[config.mk]
export PLATFORM = sky130hd
export DESIGN_NAME = dram_bus_arbiter
export DESIGN_NICKNAME = d
export VERILOG_FILES = /design/src/rtl/soc_bus_pkg.sv /design/src/rtl/rr_pick2.sv /design/src/rtl/dram_bus_arbiter.sv
export SDC_FILE = /design/constraint.sdc
export NUM_CORES = 1
export LEC_CHECK = 0
export BUFFER_PORTS_ARGS = -buffer_cell sky130_fd_sc_hd__buf_2
export CELL_PAD_IN_SITES_DETAIL_PLACEMENT = 0
export CELL_PAD_IN_SITES_GLOBAL_PLACEMENT = 1
export CORE_AREA = 3 3 117 119
export CTS_CLUSTER_SIZE = 40
export DETAILED_ROUTE_END_ITERATION = 7
export DIE_AREA = 0 0 120 122
export GPL_TIMING_DRIVEN = 0
export PLACE_DENSITY = 0.78
export SETUP_SLACK_MARGIN = 0.1
export SYNTH_ARGS = -nofsm -noshare
export SYNTH_HDL_FRONTEND = slang
export SYNTH_HIERARCHICAL = 1
export SYNTH_SLANG_ARGS = --single-unit
[constraint.sdc]
create_clock -name clk -period 2 [get_ports clk]
set_input_delay 0.3 -clock clk [delete_from_list [all_inputs] [get_ports clk]]
set_output_delay 0.3 -clock clk [all_outputs]
set_load 0.05 [all_outputs]
[src/rtl/soc_bus_pkg.sv]
// ============================================================================
// Module      : soc_bus_pkg
// Description : Shared SoC bus definitions: the arbiter state encoding,
//               the master indices and the default address/data widths.
// Revision    : 1.0 - initial release
// ============================================================================
`default_nettype none

package soc_bus_pkg;

  localparam int DEFAULT_AW = 32;
  localparam int DEFAULT_DW = 32;

  // Index of each master on the shared data-RAM port
  localparam logic M_CORE   = 1'b0;
  localparam logic M_LOADER = 1'b1;

  typedef enum logic [1:0] {
    ARB_IDLE = 2'd0,
    ARB_OWN0 = 2'd1,
    ARB_OWN1 = 2'd2
  } arb_state_t;

endpackage

`default_nettype wire

[src/rtl/rr_pick2.sv]
// ============================================================================
// Module      : rr_pick2
// Description : Two-way request picker. With ROUND_ROBIN set, a tie goes to
//               the master that was not granted last; otherwise master 0
//               always wins a tie.
// Revision    : 1.0 - initial release
// ============================================================================
`default_nettype none

module rr_pick2 #(
  parameter bit ROUND_ROBIN = 1'b0
) (
  input  logic [1:0] req,
  input  logic       last,   // index of the master granted most recently
  output logic [1:0] pick    // one-hot winner, zero when nobody requests
);

  logic tie_to_m1;

  assign tie_to_m1 = ROUND_ROBIN && !last;

  // Resolve the winner; single requesters win outright
  always_comb begin
    pick = 2'b00;
    if (req == 2'b11) begin
      pick = tie_to_m1 ? 2'b10 : 2'b01;
    end else begin
      pick = req;
    end
  end

endmodule

`default_nettype wire

[src/rtl/dram_bus_arbiter.sv]
// ============================================================================
// Module      : dram_bus_arbiter
// Description : Shares the single-port data RAM between the core load/store
//               port (m0) and the debug/program loader (m1). Combinational
//               grant, one-cycle read return routed to the issuing master,
//               and a bounded bus lock for loader write bursts.
//               Build option: ARB_ROUND_ROBIN_EN selects round-robin tie
//               breaking; without it m0 has fixed priority.
// Revision    : 1.0 - initial release
// ============================================================================
`default_nettype none

module dram_bus_arbiter
  import soc_bus_pkg::*;
#(
  parameter int AW       = DEFAULT_AW,
  parameter int DW       = DEFAULT_DW,
  parameter int LOCK_MAX = 16
) (
  input  logic          clk,
  input  logic          rst_n,
  input  logic          m0_req,
  input  logic          m0_we,
  input  logic [AW-1:0] m0_addr,
  input  logic [DW-1:0] m0_wdata,
  input  logic          m1_req,
  input  logic          m1_we,
  input  logic [AW-1:0] m1_addr,
  input  logic [DW-1:0] m1_wdata,
  input  logic          m1_lock,
  output logic          m0_gnt,
  output logic          m1_gnt,
  output logic          m0_rvalid,
  output logic          m1_rvalid,
  output logic [DW-1:0] m0_rdata,
  output logic [DW-1:0] m1_rdata,
  output logic          s_en,
  output logic          s_we,
  output logic [AW-1:0] s_addr,
  output logic [DW-1:0] s_wdata,
  input  logic [DW-1:0] s_rdata
);

  localparam int            CW      = $clog2(LOCK_MAX + 1);
  localparam logic [CW-1:0] CNT_MAX = CW'(LOCK_MAX);

  arb_state_t    state;
  arb_state_t    state_nxt;
  logic [CW-1:0] lock_cnt;
  logic [CW-1:0] lock_cnt_nxt;
  logic [CW-1:0] lock_cnt_inc;
  logic          last_gnt;
  logic [1:0]    pick;
  logic          locked_win;
  logic          rd_pend;
  logic          rd_owner;

`ifdef ARB_ROUND_ROBIN_EN
  localparam bit RR_EN = 1'b1;

  // Remember which master was granted most recently (m0 wins the first tie)
  always_ff @(posedge clk or negedge rst_n) begin
    if (!rst_n) begin
      last_gnt <= M_LOADER;
    end else if (m0_gnt) begin
      last_gnt <= M_CORE;
    end else if (m1_gnt) begin
      last_gnt <= M_LOADER;
    end
  end
`else
  localparam bit RR_EN = 1'b0;

  assign last_gnt = M_LOADER;
`endif

  rr_pick2 #(
    .ROUND_ROBIN (RR_EN)
  ) u_pick (
    .req  ({m1_req, m0_req}),
    .last (last_gnt),
    .pick (pick)
  );

  // While the loader owns the bus its request beats everything else
  assign locked_win   = (state == ARB_OWN1) && m1_req;
  assign lock_cnt_inc = (lock_cnt == CNT_MAX) ? lock_cnt : lock_cnt + CW'(1);

  // State, lock counter and read-tracking registers
  always_ff @(posedge clk or negedge rst_n) begin
    if (!rst_n) begin
      state    <= ARB_IDLE;
      lock_cnt <= '0;
      rd_pend  <= 1'b0;
      rd_owner <= M_CORE;
    end else begin
      state    <= state_nxt;
      lock_cnt <= lock_cnt_nxt;
      rd_pend  <= s_en && !s_we;
      rd_owner <= m1_gnt ? M_LOADER : M_CORE;
    end
  end

  // Grant selection and next-state / lock-count bookkeeping
  always_comb begin
    m0_gnt       = 1'b0;
    m1_gnt       = 1'b0;
    state_nxt    = state;
    lock_cnt_nxt = lock_cnt;
    if (locked_win) begin
      m1_gnt = 1'b1;
    end else begin
      m0_gnt = pick[0];
      m1_gnt = pick[1];
    end
    case (state)
      ARB_OWN1: begin
        if (m1_gnt) begin
          // Count grants the core has to wait through; release at the bound
          lock_cnt_nxt = m0_req ? lock_cnt_inc : '0;
          if (!m1_lock || (lock_cnt_nxt == CNT_MAX)) begin
            state_nxt = ARB_IDLE;
          end
        end else if (m0_gnt) begin
          lock_cnt_nxt = '0;
          state_nxt    = ARB_OWN0;
        end else begin
          lock_cnt_nxt = '0;
        end
      end
      default: begin
        // IDLE and OWN0 arbitrate identically; OWN0 only marks an m0 grant
        lock_cnt_nxt = '0;
        if (m0_gnt) begin
          state_nxt = ARB_OWN0;
        end else if (m1_gnt && m1_lock) begin
          state_nxt = ARB_OWN1;
        end else begin
          state_nxt = ARB_IDLE;
        end
      end
    endcase
  end

  // RAM-side mux from the granted master; quiet bus when nobody is granted
  always_comb begin
    s_en    = m0_gnt | m1_gnt;
    s_we    = 1'b0;
    s_addr  = '0;
    s_wdata = '0;
    if (m0_gnt) begin
      s_we    = m0_we;
      s_addr  = m0_addr;
      s_wdata = m0_wdata;
    end else if (m1_gnt) begin
      s_we    = m1_we;
      s_addr  = m1_addr;
      s_wdata = m1_wdata;
    end
  end

  assign m0_rvalid = rd_pend && (rd_owner == M_CORE);
  assign m1_rvalid = rd_pend && (rd_owner == M_LOADER);
  assign m0_rdata  = m0_rvalid ? s_rdata : '0;
  assign m1_rdata  = m1_rvalid ? s_rdata : '0;

endmodule

`default_nettype wire
==> results.ini <==
[worst_setup_path]
crit_path_start=state[0]
crit_chain=nand3b_1, nand2_2, inv_4, buf_12, buf_8, a22o_1, buf_6
end_kind=primary output
critPathKind=flop to primary output
worstPathArrival_ns=1.70
path_max_fanout=8
slowest_stage=dfrtp_1
critPathTopFamily=buffers and inverters
crit_required_ns=1.70
slowest_delay_ns=0.36
r2r_start=lock_cnt[0]
critPathLaunchType=flop
cp.buffers_inverters=4

[status]
outcome=finished with violations
violations=negative setup slack

[die]
die_w_um=120
start_util_pct=13.2
die-area_sq_um=14600
core_sq_um=12700
chipHeight_um=122
io_pins=301
rows=41

[route]
antenna_left=0
wl_met2_um=5720
post-route-drc-count=0
routedWlPerCell_um=16.0
met3_length_um=1200
routed_wl_um=11200
drt_iter0_drc=118
via_per_inst=4.35
drt_pass1_iterations=4
drt-met1-wl_um=4220
vias=3051
highest-signal-layer=met4

[synthesis]
synth_area_sq_um=1680
synth_fp_nets=383
syn_inst=214
yosys_warnings=6
avgSynthCellArea_sq_um=7.83

[clock_network]
cts_buffer_depth=2
path_clk_slew_ns=0.04
cts-root-buf=clkbuf_16
clkSinkCount=9
insertion_delay_ns=0.24
cts_buffers=3
htreeDepth=1
cts_tree=yes

[sta]
period_share_pct=100
rsz0062_at_grt=true
worst_slack_ns=-0.00266
slew_viol_final=0
fin_skew_ns=0.00346
final.setup.tns_ns=-0.00266
post-route-min-period_ns=2.00
max_freq_mhz=499
relSlewSlack_pct=80.4
worst_pin_slew_ns=0.295
fin_hold_ws_ns=0.284
final-setup-viol-count=1
hold_violations=0

[grt]
grt_pass1_vias=3045
grt_pass1_wl_um=15800
grt_usage_pct=13.4
grt_antenna_before_repair=0
grt_overflow=0
grt_max_degree=11

[power]
power_mw=1.94
power_density_nw_per_um2=465
vdd_ir_drop_max_mv=0.210
p_leak_nw=2.42

[cells_and_area]
final_common_cell=buf_2
drive_gt1_share_pct=66.0
final_cells=702
num_antenna_cells=0
final_cell_mix=225 x buf_2, 62 x buf_6, 60 x a22o_1
nets=700
fin_area_sq_um=4170
area_delta_synth_final_pct=148

[flow_run]
maxCapViolations=0

[place]
port_buffers=300
placed_cell_area_sq_um=3390
dp_hpwl_um=9290
gp_congestion=0.864
place_inst=686

[min_path]
min_from=m1_we
hp-class=primary input to flop

-- routing by layer --
metal  global-route usage, %  vias to the layer above
li1                        -                     1444
met1                    16.2                     1418
met2                    23.9                      181
met3                    3.06                        8
met4                    3.15                        0
met5                       0                        -
-- area by class of cell --
| class | count | area [sq um] |
|---|---|---|
| clock buffers | 4 | 78.8 |
| flip-flops and latches | 9 | 228 |
| multi-input cells | 175 | 1330 |
| repair buffers | 312 | 2080 |
| inverters | 5 | 21.3 |
| plain buffers | 25 | 209 |
| well taps | 172 | 215 |
| fillers | 1348 | 8510 |
-- per-stage QoR --
| stage | utilization, % | worst slack [ns] |
|---|---|---|
| floorplan | - | 0.179 |
| global placement | 26.8 | -0.230 |
| detailed placement | 26.8 | -0.280 |
| CTS | 31.5 | 0.0141 |
| global route | 32.9 | -0.0875 |
| finish | 32.9 | -0.00266 |
-- timing repair --
item	4_1_cts	5_1_grt
endpoints found under the hold margin	9	0
pin swaps	18	18
setup buffers	2	4
hold buffers	1	0
gates cloned	1	4
resized for setup	142	24
setup endpoints to repair	98	93
-- path summary, 6_finish.rpt --
kind                                to  slack (ns)  cells past startpoint
max in group asynchronous     rd_owner        1.36                      2
hold / removal                 rd_pend        0.28                      2
hold reg to reg            lock_cnt[4]        0.63                      2
setup / recovery            s_addr[18]      -0.003                      7
min in group asynchronous     state[1]        0.45                      2
setup reg to reg              state[1]        0.39                      6
-- where the power goes --
part	switching [mW]	total, mW	internal (mW)
combinational	0.860	1.39	0.526
clock	0.0867	0.353	0.266
sequential	0.00807	0.197	0.189
total	0.955	1.94	0.981
-- sequential cells by signal (all words and copies together) (netlist names) --
register / flops
lock_cnt: 5
state: 2
rd_owner: 1
rd_pend: 1
Power figures use the tool's default switching activity.
